**src/rtl/kb_scan_sequencer.sv**
```systemverilog
// PS/2 keyboard receiver: line synchronizer, 11-bit frame checker, E0/F0 prefix folding,
// shift/caps tracking and a small event FIFO with a valid/ready handshake.
module kb_scan_sequencer #(
    parameter int SYNC_STAGES = 2,
    parameter int TIMEOUT_CYC = 50000,
    parameter int FIFO_DEPTH  = 4
) (
    input  logic       clk,
    input  logic       rst_n,
    input  logic       ps2_clk,
    input  logic       ps2_data,
    output logic [7:0] code_o,
    output logic       brk_o,
    output logic       ext_o,
    output logic       code_valid,
    input  logic       code_ready,
    output logic       shift_o,
    output logic       caps_o,
    output logic       err_o,
    output logic       ovf_o,
    input  logic       ovf_clr
);

    localparam int AW = $clog2(FIFO_DEPTH);
    localparam int TW = $clog2(TIMEOUT_CYC);
    localparam logic [TW-1:0] TO_LAST = TW'(TIMEOUT_CYC - 1);
    localparam logic [7:0] CODE_EXT   = 8'hE0;
    localparam logic [7:0] CODE_BRK   = 8'hF0;
    localparam logic [7:0] CODE_LSHFT = 8'h12;
    localparam logic [7:0] CODE_RSHFT = 8'h59;
    localparam logic [7:0] CODE_CAPS  = 8'h58;

    typedef enum logic [1:0] {S_IDLE, S_DATA, S_PARITY, S_STOP} state_t;

    typedef struct packed {
        logic       ext;
        logic       brk;
        logic [7:0] code;
    } event_t;

    // ---------------- synchronizer and falling-edge strobe ----------------
    logic [SYNC_STAGES-1:0] clk_sync, data_sync;
    logic                   clk_prev, strobe, bit_in;

    // Sync flops reset high: an idle PS/2 line is high, so no false edge on release.
    always_ff @(posedge clk or negedge rst_n) begin
        if (!rst_n) begin
            clk_sync  <= '1;
            data_sync <= '1;
            clk_prev  <= 1'b1;
            strobe    <= 1'b0;
            bit_in    <= 1'b1;
        end else begin
            // NOTE: non-blocking assignments here let every flop sample the pre-edge value;
            // blocking ones would collapse the synchronizer chain into a single stage.
            clk_sync  <= {clk_sync[SYNC_STAGES-2:0], ps2_clk};
            data_sync <= {data_sync[SYNC_STAGES-2:0], ps2_data};
            clk_prev  <= clk_sync[SYNC_STAGES-1];
            strobe    <= clk_prev & ~clk_sync[SYNC_STAGES-1];
            bit_in    <= data_sync[SYNC_STAGES-1];
        end
    end

    // ---------------- frame FSM, decode and modifiers ----------------
    state_t        state;
    logic [7:0]    shreg;
    logic [2:0]    bit_cnt;
    logic          par_bit;
    logic [TW-1:0] to_cnt;
    logic          ext_pend, brk_pend;
    logic          lshift, rshift;

    logic   frame_done, frame_good, timeout_hit, push, pop, full, wr_en;
    event_t ev_in, head;

    logic [AW:0]   count;
    logic [AW-1:0] wr_ptr, rd_ptr;

    always_comb begin
        // NOTE: every always_comb output gets a default first so no path leaves it
        // unassigned, which would otherwise infer a latch.
        frame_done  = 1'b0;
        frame_good  = 1'b0;
        timeout_hit = 1'b0;
        push        = 1'b0;
        ev_in       = '{ext: ext_pend, brk: brk_pend, code: shreg};
        if (strobe && state == S_STOP) begin
            frame_done = 1'b1;
            frame_good = (^{shreg, par_bit}) && bit_in;
        end
        if (state != S_IDLE && !strobe && to_cnt == TO_LAST)
            timeout_hit = 1'b1;
        if (frame_good && shreg != CODE_EXT && shreg != CODE_BRK)
            push = 1'b1;
    end

    assign pop   = code_valid && code_ready;
    assign full  = (count == (AW+1)'(FIFO_DEPTH));
    assign wr_en = push && (!full || pop);

    always_ff @(posedge clk or negedge rst_n) begin
        if (!rst_n) begin
            state    <= S_IDLE;
            shreg    <= '0;
            bit_cnt  <= '0;
            par_bit  <= 1'b0;
            to_cnt   <= '0;
            ext_pend <= 1'b0;
            brk_pend <= 1'b0;
            lshift   <= 1'b0;
            rshift   <= 1'b0;
            caps_o   <= 1'b0;
            err_o    <= 1'b0;
        end else begin
            err_o <= (frame_done && !frame_good) || timeout_hit;

            if (state == S_IDLE || strobe || timeout_hit)
                to_cnt <= '0;
            else
                to_cnt <= to_cnt + TW'(1);

            // A timeout drops the partial byte but keeps any pending prefixes.
            if (timeout_hit) begin
                state <= S_IDLE;
            end else if (strobe) begin
                case (state)
                    S_IDLE: begin
                        if (!bit_in) begin
                            state   <= S_DATA;
                            bit_cnt <= '0;
                        end
                    end
                    S_DATA: begin
                        shreg   <= {bit_in, shreg[7:1]};
                        bit_cnt <= bit_cnt + 3'd1;
                        if (bit_cnt == 3'd7)
                            state <= S_PARITY;
                    end
                    S_PARITY: begin
                        par_bit <= bit_in;
                        state   <= S_STOP;
                    end
                    S_STOP: begin
                        state <= S_IDLE;
                        if (frame_good) begin
                            if (shreg == CODE_EXT) begin
                                ext_pend <= 1'b1;
                            end else if (shreg == CODE_BRK) begin
                                brk_pend <= 1'b1;
                            end else begin
                                ext_pend <= 1'b0;
                                brk_pend <= 1'b0;
                                if (!ext_pend) begin
                                    if (shreg == CODE_LSHFT) lshift <= !brk_pend;
                                    if (shreg == CODE_RSHFT) rshift <= !brk_pend;
                                    if (shreg == CODE_CAPS && !brk_pend) caps_o <= !caps_o;
                                end
                            end
                        end
                    end
                    default: state <= S_IDLE;
                endcase
            end
        end
    end

    assign shift_o = lshift | rshift;

    // ---------------- event FIFO ----------------
    event_t mem [FIFO_DEPTH];

    // NOTE: the storage array has no reset; only pointers and count need a known
    // state, and the outputs are gated by code_valid so stale entries never show.
    always_ff @(posedge clk) begin
        if (wr_en)
            mem[wr_ptr] <= ev_in;
    end

    always_ff @(posedge clk or negedge rst_n) begin
        if (!rst_n) begin
            wr_ptr <= '0;
            rd_ptr <= '0;
            count  <= '0;
            ovf_o  <= 1'b0;
        end else begin
            if (wr_en) wr_ptr <= wr_ptr + AW'(1);
            if (pop)   rd_ptr <= rd_ptr + AW'(1);
            case ({wr_en, pop})
                2'b10:   count <= count + (AW+1)'(1);
                2'b01:   count <= count - (AW+1)'(1);
                default: count <= count;
            endcase
            // Set beats clear when a drop and ovf_clr coincide.
            if (push && !wr_en)
                ovf_o <= 1'b1;
            else if (ovf_clr)
                ovf_o <= 1'b0;
        end
    end

    assign head       = mem[rd_ptr];
    assign code_valid = (count != '0);
    assign code_o     = code_valid ? head.code : 8'h00;
    assign brk_o      = code_valid & head.brk;
    assign ext_o      = code_valid & head.ext;

endmodule

```
**config.mk**
```make
export PLATFORM = sky130hd
export DESIGN_NAME = kb_scan_sequencer
export DESIGN_NICKNAME = d
export VERILOG_FILES = /design/src/rtl/kb_scan_sequencer.sv
export SDC_FILE = /design/constraint.sdc
export NUM_CORES = 1
export LEC_CHECK = 0
export ABC_AREA = 1
export ABC_CLOCK_PERIOD_IN_PS = 4300
export BUFFER_PORTS_ARGS = -buffer_cell sky130_fd_sc_hd__buf_2
export CORE_MARGIN = 2
export CORE_UTILIZATION = 39
export CTS_BUF_LIST = sky130_fd_sc_hd__clkbuf_4 sky130_fd_sc_hd__clkbuf_8 sky130_fd_sc_hd__clkbuf_16
export DETAILED_ROUTE_END_ITERATION = 7
export GPL_ROUTABILITY_DRIVEN = 0
export PLACE_DENSITY = 0.64
export SLEW_MARGIN = 40
export SYNTH_ARGS = -nofsm -noshare
export SYNTH_HDL_FRONTEND = slang
export SYNTH_SLANG_ARGS = --single-unit
```
**constraint.sdc**
```tcl
create_clock -name clk -period 4.3 [get_ports clk]
set_input_delay 0.86 -clock clk [delete_from_list [all_inputs] [get_ports clk]]
set_output_delay 0.86 -clock clk [all_outputs]
set_load 0.005 [all_outputs]
```
Word-level counts from Yosys, hierarchy flattened
Memory sizes are Yosys's and may differ from the RTL's.
Cells that the tools add are included.
- output and inout port bits: 15
- register bits: 51
- bits in latches: 0
- memory bits (writable): 40
- memories: 1
- bits of input ports: 6
- word-level logic and storage cells: 114
- bits in read-only memories: 0
- equal/unequal tests: 19
- mux-type cells: 21
- reductions and logical operators: 38
- $add $sub $neg: 6
- multipliers: 0
- divide/modulo/power cells: 0
- shift-type cells: 0
- $lt $le $gt $ge: 0
- bitwise logic cells: 9
- memories (name ; words ; width ; read ports ; clocked after Yosys merged registers in ; wr ports ; RTL line ; RTL):
    mem ; 4 ; 10 ; 1 ; 0 ; 1 ; 170 ; event_t mem [FIFO_DEPTH];
- operators with widths (kind ; count):
    $reduce_and 8->1 ; 3
    $add 16x1->16 const B ; 1
    $eq 16x16->1 const B ; 1
    $eq 8x7->1 const B ; 2
    $eq 8x8->1 const B ; 2
    $mux 16 ; 1
    $ne 8x8->1 const B ; 2
    $pmux 3 s2 ; 2
    $logic_and 1x1->1 ; 11
    $mux 1 ; 11
    $reduce_and 5->1 ; 2
    $reduce_bool 2->1 ; 5
    $reduce_and 3->1 ; 3
    $reduce_xor 9->1 ; 1
    $eq 8x5->1 const B ; 1
    $mux 2 ; 4
    $mux 8 ; 1
    $pmux 2 s4 ; 1
    $add 3x1->3 const B ; 2
    $eq 2x2->1 const B ; 3
    $eq 3x3->1 const B ; 2
    $logic_not 1->1 ; 6
    $ne 3x3->1 const B ; 2
    $not 1->1 ; 5
    other kinds (11) ; 19

Logic depth before layout (Yosys ltp)
Gate-level depths: netlist of the first run.
- depth after elaboration: 10
- depth in mapped cells: 18
- gate-level depth less buffers: 18

Least setup slack after synthesis of the first run
No wires, ideal clock.
- path kind: flip-flop to flip-flop
- start: reg shreg[4]
- end: mem mem[0][0] (netlist bit) (enable)
- buffers on the path: 0
- clock period less this slack: 2.182 ns
- required time: 3.924 ns
- stages on the path, launching flop included: 12
- setup time: 0.376 ns
- setup slack: 2.118 ns
- arrival: 1.805 ns
- path through: dfrtp_1 inv_2 nand2_1 nand2_1 nand2_1 nand3_1 nand2_1 nand2_2 nand4_2 nor2_4 nand2_4 nor2_1
- longest elaborated chain between the ends: 9
- elaborated cells on any way between the ends: 11
- classes of those cells: eq/ne: 2; mux: 4; reduce/logical: 5
- RTL lines (element ; RTL line ; RTL):
    start: declaration ; 66 ; logic [7:0] shreg;
    start signal: assignment ; 134 ; shreg <= {bit_in, shreg[7:1]};
    $reduce_xor 9->1 ; 89 ; frame_good = (^{shreg, par_bit}) && bit_in;
    $logic_and 1x1->1 ; 89 ;
    $mux 1 ; 87 ; if (strobe && state == S_STOP) begin
    $logic_and 1x1->1 ; 93 ; if (frame_good && shreg != CODE_EXT && shreg != CODE_BRK)
    $logic_and 1x1->1 (*) ; 93 ;
    $mux 1 (*) ; 93 ;
    $logic_and 1x1->1 (*) ; 99 ; assign wr_en = push && (!full || pop);
    $mux 1 (*) ; 175 ; if (wr_en)
    $mux 1 (implied by the code) (*) ; 176 ; mem[wr_ptr] <= ev_in;
    end: declaration ; 170 ;
Every way passes the cells marked *; elsewhere a longest branch is shown, timed or not.

Final worst setup path of the first run
- start: reg rd_ptr[0]
- end: out code_o[5]
- longest elaborated chain between the ends: 2
- RTL lines (element ; RTL line ; RTL):
    start: declaration ; 77 ; logic [AW-1:0] wr_ptr, rd_ptr;
    start signal: assignment ; 187 ; if (pop) rd_ptr <= rd_ptr + AW'(1);
    $mem_v2 4x10 ; n/a ;
    $mux 8 ; 203 ; assign code_o = code_valid ? head.code : 8'h00;
    end: declaration ; 12 ; output logic [7:0] code_o,
Every way passes these cells.

==> results.sh, run 1 <==
export IMPL_synth_area_sq_um=4208
export IMPL_ant_nets=0
export IMPL_max_cap_violations=0
export IMPL_antenna_found_initial=0
export IMPL_worst_ir_drop_vdd_v=0.0003040
export IMPL_grt_max_degree=39
export IMPL_period_share=0.7245
export IMPL_setup_tns_final_ns=0
export IMPL_ys_top_cells_by_area="edfxtp_1 (29%), dfrtp_1 (27%), nand2_1 (6.8%), nor2_1 (6.6%), inv_1 (4.4%)"
export IMPL_tightest_slew_ns=0.7574
export IMPL_synth_compound_area_frac=0.07612
export IMPL_rsz0062_at_grt="no"
export IMPL_fmax_ghz=0.3210
export IMPL_finalSetupViolations=0
export IMPL_first_pass_iters=4
export IMPL_power_leakage_nw=2.021
export IMPL_initial_core_util=0.4040
export IMPL_via_per_inst=4.822
export IMPL_post_drt_wl_per_cell_microns=12.73
export IMPL_worstPathMaxFanout=23
export IMPL_netlist_area_leader_share=0.2855
export IMPL_cts_resized=0
export IMPL_hold_viol_final=0
export IMPL_dieArea_sq_um=11640
export IMPL_ys_ff_latch=91
export IMPL_maxSlewViolCount=0
export IMPL_drtIter0Drc=255
export IMPL_drc_errors=0
export IMPL_core_rowCount=37
export IMPL_clock_path_buffers=2
export IMPL_clkSinkCount=91
export IMPL_synth_top_family_by_area="simple AND/OR/NAND/NOR gates"
export IMPL_synth_top_area_cell="edfxtp_1"
export IMPL_postLayoutCoreUtil=0.4483
export IMPL_die_h_microns=107.9
export IMPL_cts_tree="done"
export IMPL_clock_latency_ns=0.36
export IMPL_status="finished clean"
export IMPL_synth_edf_count=40
export IMPL_cts_hold_buf=0
export IMPL_relSlewSlack=0.4951
export IMPL_grt_first_pass_wirelength_mm=12.88
export IMPL_async_flop_share=0.5604
export IMPL_arrival_ns=2.26
export IMPL_synth_nets=454
export IMPL_synthXorXnorAreaFrac=0.02022
export IMPL_drt_total_wl_mm=7.636
export IMPL_drive_gt1_frac=0.1444
export IMPL_ys_flop_type="dfrtp_1"
export IMPL_crit_type="reg2out"
export IMPL_portBuffers=20
export IMPL_synth_area_mux_share=0
export IMPL_synth_simple_gate_area_frac=0.2183
export IMPL_hold_class="reg2reg"
export IMPL_grt_pass1_vias=2796
export IMPL_ys_warn_count=0
export IMPL_synth_cell_types=35
export IMPL_critPathRequiredTime_ns=3.44
export IMPL_seq_area_frac_synth=0.5905
export IMPL_cts_setup_buffers=0
export IMPL_cts_clk_slew_worst_paths_ns=0.10
export IMPL_start_kind="register"
export IMPL_synth_fa_ha_area_frac=0.04044
export IMPL_core_sq_um=10420
export IMPL_area_growth_pct=10.97
export IMPL_grt_overflow_total=0
export IMPL_hpwl_mm=5.355
export IMPL_syn_avg_cell_area_sq_um=9.673
export IMPL_post_route_min_period_ns=3.115
export IMPL_num_io_pins=21
export IMPL_endpoint_kind="output port"
export IMPL_via_count=2893
export IMPL_powerDensity_nw_per_um2=574.2
export IMPL_finClkSkew_ns=0.01360
export IMPL_diodes=0
export IMPL_num_fill_cells=998
export IMPL_die_w_microns=107.9
export IMPL_grt_usage=0.1404
export IMPL_clock_root_buffer="clkbuf_8"
export IMPL_cts_max_level=3
export IMPL_final_nets=478
export IMPL_cts_made_buffers=9
export IMPL_netlist_instances=435
-- logic make-up (layout without fill, tap and decap cells) --
group	Yosys count	after routing
AO/OA/AOI/OAI	61	61
buffers and inverters	61	90
XOR/XNOR	8	8
flip-flops	91	91
AND/OR/NAND/NOR	201	201
adder cells (fa/ha/maj)	13	13
-- cells in the mapped netlist, types with 3 or more instances --
library cell  instances
xor2_1                5
nor3_1                5
dfstp_2               6
edfxtp_1             40
nor4_1                3
nand2_1              76
inv_2                 4
nand2_4               3
a21oi_1              19
inv_1                49
ha_1                 12
clkbuf_1              7
nor2_1               74
nand3_1              21
o21ai_0              35
nand4_1               8
dfrtp_1              45
-- cell type report --
class                           count  area [sq um]  area share
Clock inverter                      7         80.08     0.01715
Clock buffer                        9         123.9     0.02653
Tap cell                          136         170.2     0.03644
Inverter                           53         198.9     0.04260
Sequential cell                    91          2485      0.5322
Timing Repair Buffer               21         107.6     0.02304
Multi-Input combinational cell    283          1504      0.3221
-- critical path, cell delays in order, from the launching register on --
cell and delay (ns):
dfrtp_1 0.84, inv_1 0.47, o21ai_0 0.29, a21oi_1 0.12, buf_2 0.15
-- worst paths after layout --
check	start	end	slack [ns]	cells past startpoint
min in group asynchronous	rst_n	count[0]	0.38	1
min reg2reg	clk_sync[0]	clk_sync[1]	0.36	0
min	clk_sync[0]	clk_sync[1]	0.36	0
max	rd_ptr[0]	code_o[5]	1.18	4
max in group asynchronous	rst_n	bit_in	3.11	2
max reg2reg	shreg[4]	mem[2][3]	1.86	11
-- cells in the final DEF (no fill, tap or decap), drive strengths merged, types with 3 or more instances in the layout --
cell / netlist / routed
nor4: 3 / 3
buf: 1 / 21
nor2: 76 / 76
dfstp: 6 / 6
a21oi: 19 / 19
o21ai: 35 / 35
nor3: 6 / 6
inv: 53 / 57
ha: 12 / 12
clkbuf: 7 / 9
xor2: 7 / 7
edfxtp: 40 / 40
nand4: 10 / 10
nand2: 81 / 81
dfrtp: 45 / 45
nand3: 24 / 24
-- power breakdown --
part	leakage, nW	internal (mW)	switching (mW)
Combinational	0.915	0.321	0.532
Clock	0.0973	0.277	0.306
Sequential	1.01	1.05	0.194
-- routing by layer --
| metal | share of wire | vias up | wire, microns | global-route usage |
|---|---|---|---|---|
| met5 | 0 | - | 0 | 0 |
| met4 | 0.0054 | 0 | 41 | 0.02473 |
| met3 | 0.028 | 4 | 216 | 0.03995 |
| met2 | 0.49 | 33 | 3761 | 0.2403 |
| met1 | 0.47 | 1377 | 3616 | 0.1794 |
| li1 | - | 1479 | - | - |
-- per-stage QoR --
stage	hold slack [ns]	total power, mW	instance area, sq um	setup slack [ns]	std cells
6_report	0.3609	2.681	4669	1.185	600
2_1_floorplan	0.3452	1.839	4208	2.118	435
3_5_place_dp	0.3491	2.118	4461	1.596	584
5_1_grt	0.3646	2.893	4669	0.9334	600
3_3_place_gp	0.3463	2.088	4456	1.586	584
4_1_cts	0.3631	2.703	4664	1.170	600
-- flip-flops by register name, indices dropped and copies added, names as in the netlist --
register,flops
bit_cnt,3
bit_in,1
brk_pend,1
caps_o,1
clk_prev,1
clk_sync,2
count,3
data_sync,2
err_o,1
ext_pend,1
lshift,1
mem,40
ovf_o,1
par_bit,1
rd_ptr,2
rshift,1
shreg,8
state,2
strobe,1
to_cnt,16
wr_ptr,2
Power figures use the tool's default switching activity.
==> run 2, diff against run 1 <==
- ABC_CLOCK_PERIOD_IN_PS: 4300 -> 2820
- PLACE_DENSITY: 0.64 -> 0.66
- clock period: 4.3 -> 2.82 ns (I/O delays scaled with it)
==> run 2 against run 1 <==
First-iteration DRC count down 52%. Design area increased by 1.2%. Worst hold slack got worse by 0.065 ns. Global-route usage up 0.71 points. Register-to-register slack got worse by 1.4 ns. Critical path type is now reg2reg.
==> results.sh, run 2 (synthesis gave the netlist of run 1 again) <==
export IMPL_status="finished clean"
export IMPL_crit_type="reg2reg"
export IMPL_final_cell_area_sq_um=4723
export IMPL_antenna_found_initial=0
export IMPL_fmax_ghz=0.4157
export IMPL_worstPathMaxFanout=11
export IMPL_clock_root_buffer="clkbuf_8"
export IMPL_arrival_ns=2.72
export IMPL_endpoint_kind="register"
export IMPL_tightest_slew_ns=0.6459
export IMPL_grt_first_pass_wirelength_mm=13.30
export IMPL_period_share=0.8531
export IMPL_relSlewSlack=0.5694
export IMPL_dpl_instance_area_sq_um=4508
export IMPL_clkSinkCount=91
export IMPL_clock_path_buffers=2
export IMPL_max_flop_register="mem"
export IMPL_via_count=2954
export IMPL_hold_viol_final=0
export IMPL_first_pass_iters=4
export IMPL_cts_tree="done"
export IMPL_final_nets=485
export IMPL_rsz0062_at_grt="no"
export IMPL_grt_overflow_total=0
export IMPL_grt_max_degree=52
export IMPL_ant_nets=0
export IMPL_hpwl_mm=5.321
export IMPL_most_common_layout_cells="nand2_1 (76), nor2_1 (74), inv_1 (49)"
export IMPL_cts_hold_buf=0
export IMPL_cts_resized=0
export IMPL_drt_total_wl_mm=7.698
export IMPL_post_route_min_period_ns=2.406
export IMPL_post_drt_wl_per_cell_microns=12.68
export IMPL_power_mw=4.145
export IMPL_maxSlewViolCount=0
export IMPL_grt_usage=0.1475
export IMPL_drive_gt1_frac=0.1486
export IMPL_drc_errors=0
export IMPL_clock_latency_ns=0.36
export IMPL_via_per_inst=4.867
export IMPL_core_sq_um=10420
export IMPL_largest_reg_flops=40
export IMPL_drtIter0Drc=123
export IMPL_cts_made_buffers=9
export IMPL_area_growth_pct=12.25
export IMPL_hold_class="in2async"
export IMPL_cts_max_level=3
export IMPL_start_kind="register"
export IMPL_worst_ir_drop_vdd_v=0.0005842
export IMPL_core_rowCount=37
export IMPL_num_io_pins=21
export IMPL_cts_setup_buffers=0
export IMPL_worst_r2r_setup_slack_ns=0.41
export IMPL_die_w_microns=107.9
export IMPL_diodes=0
export IMPL_portBuffers=20
export IMPL_critPathRequiredTime_ns=3.13
export IMPL_finalSetupViolations=0
export IMPL_grt_pass1_vias=2902
export IMPL_top_regs="mem x40, to_cnt x16, shreg x8"
export IMPL_final_common_cell="nand2_1"
export IMPL_power_leakage_nw=2.069
export IMPL_die_h_microns=107.9
export IMPL_cts_clk_slew_worst_paths_ns=0.09
export IMPL_finClkSkew_ns=0.01096
export IMPL_setup_tns_final_ns=0
export IMPL_powerDensity_nw_per_um2=877.6
export IMPL_dieArea_sq_um=11640
export IMPL_max_cap_violations=0
export IMPL_initial_core_util=0.4040
-- run 2: cell types whose count changed in the layout (fill, tap and decap cells not counted) --
| cell | previous run | this run |
|---|---|---|
| buf_4 | 1 | 8 |
| nor2_1 | 70 | 74 |
| nor2_2 | 4 | 0 |
| inv_6 | 4 | 2 |
| inv_8 | 0 | 2 |
| clkbuf_8 | 9 | 10 |
| clkinvlp_4 | 2 | 1 |
-- run 2: path summary, 6_finish.rpt --
check,startpoint,endpoint,cells after the start
worst max-delay path,shreg[3],count[2],18
worst min-delay path,rst_n,bit_cnt[1],2
worst max register to register,shreg[3],count[2],18
worst min register to register,clk_sync[0],clk_sync[1],0
max in group asynchronous,rst_n,wr_ptr[0],2
min in group clk,ps2_data,data_sync[0],1
-- run 2: area by class of cell --
type,count,area [sq um]
inverter,53,198.9
tap,136,170.2
clock inverter,6,77.57
clock buffer,10,137.6
fill,974,5693
sequential,91,2485
multi-input combinational,283,1494
timing repair buffer,28,160.2
-- run 2: per-layer routing --
metal	share of wire	vias up	GRT usage
li1	-	1492	-
met3	0.035	11	0.03632
met1	0.44	1406	0.1739
met4	0.015	0	0.04945
met5	0	-	0
met2	0.51	45	0.2619
-- run 2: metrics by stage --
step | setup slack, ns | utilization | hold slack [ns] | cells
6_report | 0.4142 | 0.4535 | 0.2963 | 607
5_1_grt | 0.2174 | 0.4535 | 0.2648 | 607
4_1_cts | 0.4268 | 0.4535 | 0.2743 | 607
3_5_place_dp | 0.4578 | 0.4328 | 0.3482 | 591
3_3_place_gp | 0.5384 | 0.4328 | 0.3462 | 591
2_1_floorplan | 0.6383 | - | 0.2684 | 435
-- run 2: critical path, cell delays in order, from the launching register on --
cell	delay, ns
dfrtp_1	0.51
inv_2	0.13
nand2_1	0.05
nand2_1	0.09
nand2_1	0.06
nand3_1	0.11
nand2_1	0.08
nand2_2	0.09
nand3_4	0.10
nor2_8	0.14
nand2_4	0.08
nand2_4	0.08
inv_1	0.05
fa_1	0.40
inv_1	0.09
nand3_1	0.08
nand3_1	0.10
nand2_1	0.06
inv_1	0.04
-- run 2: power by group --
group          internal, mW  switching (mW)
Sequential             1.60           0.216
Combinational         0.514           0.884
Clock                 0.452           0.473
Total                  2.57            1.57
==> run 3, diff against run 2 <==
- CORE_ASPECT_RATIO: not set -> 0.8
==> run 3 against run 2 <==
Via count grew 0.81%. Wire length grew 2.3%. Global-route usage shrank 0.13 points. Clock skew shrank 0.0039 ns. Clock-buffer cell count shrank 1. Worst hold slack lost 0.18 ns. Clock power grew 37%. Total power grew 8.2%. Cell count grew 0.66%. Design area grew 2.4%. First-iteration DRC count grew 17%. Die area is essentially flat. Critical path type is now reg2out.
==> results.sh, run 3 (synthesis gave the netlist of run 1 again) <==
export IMPL_status="finished clean"
export IMPL_period_share=0.9019
export IMPL_crit_chain="inv_1, nor2_1, o21ai_0, a21oi_1, buf_2"
export IMPL_final_nets=485
export IMPL_die_h_microns=96.91
export IMPL_rr_worst_depth=18
export IMPL_start_kind="register"
export IMPL_post_drt_wl_per_cell_microns=12.89
export IMPL_finalSetupViolations=0
export IMPL_cts_clk_slew_worst_paths_ns=0.07
export IMPL_postLayoutCoreUtil=0.4666
export IMPL_portBuffers=20
export IMPL_rsz0062_at_grt="no"
export IMPL_grt_usage=0.1462
export IMPL_drtIter0Drc=144
export IMPL_arrival_ns=1.98
export IMPL_cts_tree="done"
export IMPL_r2r_start="shreg[4]"
export IMPL_grt_pass1_vias=2825
export IMPL_worst_r2r_setup_slack_ns=0.40
export IMPL_most_common_layout_cells="nand2_1 (76), nor2_1 (74), inv_1 (49)"
export IMPL_clock_latency_ns=0.34
export IMPL_via_count=2978
export IMPL_place_inst=595
export IMPL_powerDensity_nw_per_um2=927.3
export IMPL_tightest_slew_ns=0.5451
export IMPL_ant_nets=0
export IMPL_die_w_microns=120.1
export IMPL_drc_errors=0
export IMPL_grt_max_degree=23
export IMPL_cts_max_level=3
export IMPL_hpwl_mm=5.435
export IMPL_first_pass_iters=5
export IMPL_diodes=0
export IMPL_cts_hold_buf=0
export IMPL_via_per_inst=4.874
export IMPL_top_regs="mem x40, to_cnt x16, shreg x8"
export IMPL_core_rowCount=33
export IMPL_clock_path_buffers=2
export IMPL_fin_cells=611
export IMPL_hold_class="in2async"
export IMPL_setup_tns_final_ns=0
export IMPL_crit_type="reg2out"
export IMPL_cts_made_buffers=9
export IMPL_timing_hold_ws_ns=0.1124
export IMPL_critPathRequiredTime_ns=2.26
export IMPL_fmax_ghz=0.3932
export IMPL_worst_ir_drop_vdd_v=0.0007248
export IMPL_max_flop_register="mem"
export IMPL_drt_total_wl_mm=7.876
export IMPL_worstPathMaxFanout=11
export IMPL_num_io_pins=21
export IMPL_largest_reg_flops=40
export IMPL_power_leakage_nw=2.114
export IMPL_hold_viol_final=0
export IMPL_gr_usage_met2=0.2316
export IMPL_initial_core_util=0.4060
export IMPL_max_stage_delay_ns=0.61
export IMPL_max_cap_violations=0
export IMPL_drive_gt1_frac=0.1486
export IMPL_area_growth_pct=14.93
export IMPL_endpoint_kind="output port"
export IMPL_top_usage_layer="met2"
export IMPL_use_met3=0.04717
export IMPL_antenna_found_initial=0
export IMPL_finClkSkew_ns=0.007056
export IMPL_cp_startpoint="rd_ptr[1]"
export IMPL_clkSinkCount=91
export IMPL_maxSlewViolCount=0
export IMPL_post_route_min_period_ns=2.543
export IMPL_crit_slowest_cell="dfrtp_1"
export IMPL_grt_overflow_total=0
export IMPL_dieArea_sq_um=11640
export IMPL_relSlewSlack=0.6362
export IMPL_clock_root_buffer="clkbuf_16"
export IMPL_met1_usage=0.1870
export IMPL_cts_setup_buffers=0
export IMPL_final_common_cell="nand2_1"
export IMPL_grt_first_pass_wirelength_mm=13.29
export IMPL_reg2reg_to="count[2]"
export IMPL_cts_resized=0
export IMPL_cp_endpoint="code_o[5]"
export IMPL_core_sq_um=10360
[run 3: layout make-up]
type / instances / area (sq um)
repair buffers: 28 / 160.2
flip-flops and latches: 91 / 2485
clock buffers: 9 / 225.2
fillers: 957 / 5528
well taps: 140 / 175.2
clock inverters: 7 / 97.59
inverters: 53 / 198.9
multi-input cells: 283 / 1494
[run 3: power by group]
group          leakage, nW  switching (mW)  internal, mW
clock network        0.152           0.490         0.780
logic                0.953           0.857         0.504
registers             1.01           0.247          1.61
[run 3: worst min path at each step]
stage	startpoint	endpoint	slack, ns	cells after the start
6_report	rst_n	shreg[7]	0.11	1
5_1_grt	rst_n	strobe	0.12	1
4_1_cts	rst_n	shreg[7]	0.12	1
3_5_place_dp	clk_sync[0]	clk_sync[1]	0.35	0
3_3_place_gp	data_sync[1]	bit_in	0.35	0
2_1_floorplan	rst_n	bit_cnt[0]	0.27	0
[run 3: layer usage]
layer  part of all wire  vias to the layer above
li1                   -                     1496
met1               0.47                     1420
met2               0.47                       48
met3              0.038                       14
met4              0.020                        0
met5                  0                        -
[run 3: stage by stage]
stage | power, mW | worst slack [ns] | cell area (sq um)
6_report | 4.484 | 0.2768 | 4836
5_1_grt | 4.815 | 0.1145 | 4836
4_1_cts | 4.539 | 0.2029 | 4836
3_5_place_dp | 3.257 | 0.4352 | 4513
3_3_place_gp | 3.206 | 0.5321 | 4513
2_1_floorplan | 2.804 | 0.6383 | 4208
[run 3: critical path: cells and delay by family, from the launching register on]
family,cells,cell delay [ns]
compound gates,2,0.35
buf+inv,2,0.49
flops,1,0.61
simple gates,1,0.17
